**src/rtl/pong_pkg.sv**
```systemverilog
// Shared types and constants for the pong scoreboard: state encoding, widths
// and default digit colours.
package pong_pkg;

  localparam int SCORE_W = 4;
  localparam int COLOR_W = 8;
  localparam int TICK_W  = 16;

  localparam logic [COLOR_W-1:0] COLOR_NORMAL_DEF = 8'hFF;
  localparam logic [COLOR_W-1:0] COLOR_WIN_DEF    = 8'h1C;

  localparam logic [2:0] S_IDLE  = 3'd0;
  localparam logic [2:0] S_PLAY  = 3'd1;
  localparam logic [2:0] S_HOLD  = 3'd2;
  localparam logic [2:0] S_FLASH = 3'd3;
  localparam logic [2:0] S_OVER  = 3'd4;

  typedef enum logic [2:0] {
    IDLE  = S_IDLE,
    PLAY  = S_PLAY,
    HOLD  = S_HOLD,
    FLASH = S_FLASH,
    OVER  = S_OVER
  } score_state_t;

  function automatic logic is_finished(input score_state_t s);
    return (s == FLASH) || (s == OVER);
  endfunction

endpackage

```
**src/rtl/tick_timer.sv**
```systemverilog
// Loadable down-counter that only moves on the frame tick; expired pulses on
// a tick seen while the count is already zero.
module tick_timer #(
  parameter int W = 16
) (
  input  logic         clk,
  input  logic         reset_n,
  input  logic         tick,
  input  logic         load,
  input  logic [W-1:0] load_val,
  output logic         expired
);

  logic [W-1:0] cnt_q, cnt_d;

  always_comb begin
    cnt_d = cnt_q;
    if (load) begin
      cnt_d = load_val;
    end else if (tick && (cnt_q != '0)) begin
      cnt_d = cnt_q - 1'b1;
    end
  end

  always_ff @(posedge clk or negedge reset_n) begin
    if (!reset_n) begin
      cnt_q <= '0;
    end else begin
      cnt_q <= cnt_d;
    end
  end

  assign expired = tick && (cnt_q == '0);

endmodule

```
**src/rtl/score_ctrl.sv**
```systemverilog
// Pong scoreboard controller: owns both scores, point-hold and win-flash timing.
// Optional SCORE_ATTRACT_EN: IDLE digits cycle 0..9 every FLASH_TICKS ticks.
//
// state | meaning
// IDLE  | power-up, 0/0 shown (or attract cycling), waiting for new_game
// PLAY  | ball in play, point pulses score
// HOLD  | play frozen for HOLD_TICKS ticks after a point
// FLASH | winner digit blinks in COLOR_WIN
// OVER  | steady final score, waiting for new_game
module score_ctrl
  import pong_pkg::*;
#(
  parameter int WIN_SCORE   = 9,
  parameter int HOLD_TICKS  = 60,
  parameter int FLASH_TICKS = 15,
  parameter int NUM_FLASHES = 6,
  parameter logic [COLOR_W-1:0] COLOR_NORMAL = COLOR_NORMAL_DEF,
  parameter logic [COLOR_W-1:0] COLOR_WIN    = COLOR_WIN_DEF
) (
  input  logic               clk,
  input  logic               reset_n,
  input  logic               tick,
  input  logic               point_left,
  input  logic               point_right,
  input  logic               new_game,
  output logic [SCORE_W-1:0] left_value,
  output logic [SCORE_W-1:0] right_value,
  output logic [COLOR_W-1:0] left_color,
  output logic [COLOR_W-1:0] right_color,
  output logic               left_visible,
  output logic               right_visible,
  output logic               play_en,
  output logic               serve_right,
  output logic               game_over
);

  localparam logic [SCORE_W-1:0] WIN_VAL    = SCORE_W'(WIN_SCORE);
  localparam logic [TICK_W-1:0]  HOLD_LOAD  = TICK_W'(HOLD_TICKS - 1);
  localparam logic [TICK_W-1:0]  FLASH_LOAD = TICK_W'(FLASH_TICKS - 1);
  localparam logic [7:0]         LAST_HALF  = 8'(2 * NUM_FLASHES - 1);

  score_state_t       state_q, state_d;
  logic [SCORE_W-1:0] lscore_q, lscore_d, rscore_q, rscore_d;
  logic [SCORE_W-1:0] l_inc, r_inc;
  logic               serve_q, serve_d;
  logic               winner_left_q, winner_left_d;
  logic               win_vis_q, win_vis_d;
  logic [7:0]         half_q, half_d;
  logic [COLOR_W-1:0] left_color_q, left_color_d, right_color_q, right_color_d;
  logic               left_vis_q, left_vis_d, right_vis_q, right_vis_d;
  logic               play_en_q, play_en_d, game_over_q, game_over_d;
  logic               finished;
  logic               timer_load;
  logic [TICK_W-1:0]  timer_val;
  logic               timer_exp;

  assign l_inc = lscore_q + 1'b1;
  assign r_inc = rscore_q + 1'b1;

  tick_timer #(.W(TICK_W)) u_timer (
    .clk      (clk),
    .reset_n  (reset_n),
    .tick     (tick),
    .load     (timer_load),
    .load_val (timer_val),
    .expired  (timer_exp)
  );

  always_comb begin
    state_d       = state_q;
    lscore_d      = lscore_q;
    rscore_d      = rscore_q;
    serve_d       = serve_q;
    winner_left_d = winner_left_q;
    win_vis_d     = win_vis_q;
    half_d        = half_q;
    timer_load    = 1'b0;
    timer_val     = '0;
    case (state_q)
      IDLE: begin
`ifdef SCORE_ATTRACT_EN
        if (timer_exp) begin
          lscore_d   = (lscore_q == 4'd9) ? '0 : l_inc;
          rscore_d   = (rscore_q == 4'd9) ? '0 : r_inc;
          timer_load = 1'b1;
          timer_val  = FLASH_LOAD;
        end
`endif
      end
      PLAY: begin
        if (point_left ^ point_right) begin
          timer_load = 1'b1;
          half_d     = '0;
          win_vis_d  = 1'b1;
          if (point_left) begin
            lscore_d = l_inc;
            serve_d  = 1'b1;
          end else begin
            rscore_d = r_inc;
            serve_d  = 1'b0;
          end
          if ((point_left ? l_inc : r_inc) == WIN_VAL) begin
            state_d       = FLASH;
            winner_left_d = point_left;
            timer_val     = FLASH_LOAD;
          end else begin
            state_d   = HOLD;
            timer_val = HOLD_LOAD;
          end
        end
      end
      HOLD: begin
        if (timer_exp) state_d = PLAY;
      end
      FLASH: begin
        if (timer_exp) begin
          timer_load = 1'b1;
          timer_val  = FLASH_LOAD;
          if (half_q == LAST_HALF) begin
            state_d   = OVER;
            win_vis_d = 1'b1;
          end else begin
            half_d    = half_q + 1'b1;
            win_vis_d = ~win_vis_q;
          end
        end
      end
      default: ;
    endcase
    // new_game overrides whatever the current state decided this cycle
    if (new_game) begin
      state_d    = PLAY;
      lscore_d   = '0;
      rscore_d   = '0;
      half_d     = '0;
      win_vis_d  = 1'b1;
      timer_load = 1'b1;
      timer_val  = '0;
    end
  end

  assign finished      = is_finished(state_d);
  assign left_color_d  = (finished && winner_left_d)  ? COLOR_WIN : COLOR_NORMAL;
  assign right_color_d = (finished && !winner_left_d) ? COLOR_WIN : COLOR_NORMAL;
  assign left_vis_d    = !(finished && winner_left_d)  || win_vis_d;
  assign right_vis_d   = !(finished && !winner_left_d) || win_vis_d;
  assign play_en_d     = (state_d == PLAY);
  assign game_over_d   = finished;

  always_ff @(posedge clk or negedge reset_n) begin
    if (!reset_n) begin
      state_q       <= IDLE;
      lscore_q      <= '0;
      rscore_q      <= '0;
      serve_q       <= 1'b0;
      winner_left_q <= 1'b0;
      win_vis_q     <= 1'b1;
      half_q        <= '0;
      left_color_q  <= COLOR_NORMAL;
      right_color_q <= COLOR_NORMAL;
      left_vis_q    <= 1'b1;
      right_vis_q   <= 1'b1;
      play_en_q     <= 1'b0;
      game_over_q   <= 1'b0;
    end else begin
      state_q       <= state_d;
      lscore_q      <= lscore_d;
      rscore_q      <= rscore_d;
      serve_q       <= serve_d;
      winner_left_q <= winner_left_d;
      win_vis_q     <= win_vis_d;
      half_q        <= half_d;
      left_color_q  <= left_color_d;
      right_color_q <= right_color_d;
      left_vis_q    <= left_vis_d;
      right_vis_q   <= right_vis_d;
      play_en_q     <= play_en_d;
      game_over_q   <= game_over_d;
    end
  end

  assign left_value    = lscore_q;
  assign right_value   = rscore_q;
  assign left_color    = left_color_q;
  assign right_color   = right_color_q;
  assign left_visible  = left_vis_q;
  assign right_visible = right_vis_q;
  assign play_en       = play_en_q;
  assign serve_right   = serve_q;
  assign game_over     = game_over_q;

endmodule

```
**config.mk**
```make
export PLATFORM = sky130hd
export DESIGN_NAME = score_ctrl
export DESIGN_NICKNAME = d
export VERILOG_FILES = /design/src/rtl/pong_pkg.sv /design/src/rtl/tick_timer.sv /design/src/rtl/score_ctrl.sv
export SDC_FILE = /design/constraint.sdc
export NUM_CORES = 1
export LEC_CHECK = 0
export CORE_UTILIZATION = 49
export CTS_CLUSTER_SIZE = 30
export DETAILED_ROUTE_END_ITERATION = 12
export PLACE_DENSITY = 0.76
export SETUP_SLACK_MARGIN = 0.05
export SYNTH_ARGS = -nofsm -noshare
export SYNTH_HDL_FRONTEND = slang
export SYNTH_SLANG_ARGS = --single-unit
```
**constraint.sdc**
```tcl
create_clock -name clk -period 2.4 [get_ports clk]
set_clock_uncertainty 0.05 [all_clocks]
set_input_delay 0.48 -clock clk [delete_from_list [all_inputs] [get_ports clk]]
set_output_delay 0.48 -clock clk [all_outputs]
set_load 0.05 [all_outputs]
```
==> results by group <==
Clocking
  • Post-CTS Hold Fix Bufs: 0
  • Clock-pin slew on the worst setup and hold paths: 0.08 ns
  • CTS tree: yes
  • Num CTS Buffers: 5
  • Clk_lat worst skew: 0.29 ns
  • Maximum root-to-sink buffer count: 2
  • Clk Tree Root Cell: clkbuf_8
  • Number of sinks on the clock net: 44
  • H-tree levels: 2

GRT
  • Largest net degree at the start of global routing: 45
  • Most used routing layer: met2
  • Gr ovfl total: 0
  • All-layer global routing usage: 20.87%
  • Grt met1 use: 26.34%
  • Met3 Track Usage GR: 4.801%
  • Met2 Use GR: 35.68%
  • Vias in the first global route: 2016
  • Antenna violations before repair: 0
  • First-pass GRT wire length: 8.776 mm

Synth
  • Area contributors post-synth: dfrtp_1 (39%), dfstp_2 (5.2%), buf_4 (4.2%)
  • Netlist cell types: 51
  • Post-synth EDFFs: 0
  • Synthesized flop and latch total: 44
  • Synth Warn #: 0
  • Main synth FF type: dfrtp_1
  • Post-synthesis sequential area ratio: 44.16%
  • Asr flop ratio synth: 100.0%
  • Synthesized area per cell: 9.719 um2
  • Cell taking the most area after synthesis: dfrtp_1
  • Mapped Area: 2507 um2
  • Post-Syn Instances: 258
  • Yosys top cell area share: 38.92%

STA
  • Max-slew violations: 0
  • Final Hold Vio Count: 0
  • Min Tclk post-route: 2.368 ns
  • Max Freq: 422.3 MHz
  • Worst Max-Slew Pin Slew: 0.6277 ns
  • RSZ-0062 raised after global routing: yes
  • Final period util: 98.66%
  • Setup TNS: 0 ns
  • Worst setup margin: 0.03212 ns
  • Final setup viols: 0
  • Worst slew margin: 58.16%

Place
  • GPL Wtd Cong: 0.8732
  • IO Port Bufs: 28
  • Dpl hpwl: 3.715 mm
  • Setup slack at placement: -0.01571 ns
  • Dpl cells: 361

Finish
  • N_diodes: 0
  • Most common cell after layout, fill and taps aside: dfrtp_1
  • Most frequent cells in the layout: dfrtp_1 (39), buf_4 (31), clkdlybuf4s50_1 (27)
  • Area grow syn2layout: 24.40%
  • Final Non-Filler Cells: 373
  • NumNets Final: 316
  • Filler cells: 422
  • Fraction of layout cells with a size suffix above 1: 22.88%

Setup path
  • CP delay by family, top: simple AND/OR/NAND/NOR gates
  • Critical path type: reg2reg
  • Worst Path Arrival: 2.54 ns
  • Crit-path cells: or4_4, or3_4, buf_4, or4_2, a21oi_2
  • WP data required: 2.57 ns
  • Worst-path maximum fanout: 3
  • Slowest CP cell: or4_2
  • Startpoint types: register
  • CP bufs+invs: 1
  • Endpoint type of the worst setup path: register
  • Worst stage delay on the critical path: 0.62 ns

Floorplanning
  • Die height: 73.54 um
  • Initial Util: 52.05%
  • Die area: 5407 um2
  • Core area: 4817 um2
  • # IOs: 35
  • Num rows: 25
  • Die W: 73.54 um

Pwr
  • Peak supply drop: 575.1 uV
  • LEAKAGE: 1.340 nW
  • Power Dens Cells: 974.6 nW/um2

Min path
  • Hold Crit Class: in2async

Drt
  • Total number of vias: 2101
  • Pre-Repair DR Iteration Count: 4
  • Detailed router's first-iteration violation count: 98
  • Average wire per standard cell: 14.12 um
  • Final WL: 5.268 mm
  • DRC violations left: 0
  • Post-route ant nets: 0
  • Vias per cell: 5.633

Outcome
  • Outcome: finished clean

Run
  • MaxCap Viol Count: 0
## sequential cells by signal, summed over array words and instances, names as in the netlist
name,flops
game_over,1
half_q,8
left_color,1
left_value,4
left_visible,1
play_en,1
right_color,1
right_value,4
right_visible,1
serve_right,1
state_q,3
u_timer.cnt_q,16
win_vis_q,1
winner_left_q,1
## what timing repair did
item | CTS | global route
buffers inserted | 1 | 3
hold endpoints to repair | 0 | 0
endpoints found under the setup margin | 5 | 19
resized for setup | 3 | 10
pin swaps | 1 | 6
## layer usage
layer	wire length, um	part of all wire [%]
met5	0	0
met4	27	0.51
met3	153	2.9
met2	2626	50
met1	2461	47
## stage by stage
step / total power, mW / instance area, um2 / hold slack [ns] / util, %
4_1_cts: 2.921 / 3057 / 0.2236 / 63.45
2_1_floorplan: 1.921 / 2529 / 0.1344 / -
3_5_place_dp: 2.322 / 2932 / 0.4300 / 60.86
6_report: 3.040 / 3119 / 0.2087 / 64.75
3_3_place_gp: 2.300 / 2932 / 0.4300 / 60.86
5_1_grt: 3.231 / 3119 / 0.2502 / 64.75
## power by group
part	switching (mW)	internal (mW)	total (mW)
Clock	0.245	0.309	0.554
Combinational	0.819	0.692	1.51
Sequential	0.114	0.861	0.975
Total	1.18	1.86	3.04
## layout make-up
cell class	count	area, um2	share of cell area (%)
inverters	6	22.52	0.7220
multi-input cells	189	1290	41.36
clock buffers	6	72.57	2.327
clock inverters	2	35.03	1.123
well taps	67	83.83	2.688
flip-flops and latches	44	1107	35.50
repair buffers	59	508.0	16.29
## cell families after synthesis
family                     share of synthesized area (%)
AOI/OAI and AO/OA                                  18.51
xor gates and xnor gates                           4.192
adders and majority gates                          2.495
buffers and inverters                              7.235
DFF                                                44.16
muxes                                              1.248
other                                             0.1496
and+or+nand+nor                                    22.01
## cells in the mapped netlist, drive strengths merged, types with 3 or more instances
master and number:
dfstp 5, nand2b 5, or3 7, xnor2 5
a21oi 20, and4 3, o211ai 4, a21o 6
inv 6, dfrtp 39, a31oi 5, ha 5
xor2 7, clkbuf 7, or4 12, nor3 4
nand3 6, o31ai 9, nor3b 3, nand4 6
nand2 14, o21ai 8, nor2 17, buf 17
o21a 4
## worst paths after layout
| check | startpoint | end | slack, ns | cells past startpoint |
|---|---|---|---|---|
| max | u_timer.cnt_q[6]$_DFFE_PN0P_ | u_timer.cnt_q[13]$_DFFE_PN0P_ | 0.03 | 5 |
| min | reset_n | u_timer.cnt_q[14]$_DFFE_PN0P_ | 0.21 | 2 |
| max reg2reg | u_timer.cnt_q[6]$_DFFE_PN0P_ | u_timer.cnt_q[13]$_DFFE_PN0P_ | 0.03 | 5 |
| min reg2reg | serve_right$_DFFE_PN0P_ | serve_right$_DFFE_PN0P_ | 0.47 | 2 |
| max in group asynchronous | reset_n | right_color[6]$_DFF_PN1_ | 1.71 | 2 |
| min in group clk | serve_right$_DFFE_PN0P_ | serve_right$_DFFE_PN0P_ | 0.47 | 2 |
No activity file was read; power rests on OpenSTA's default activity.
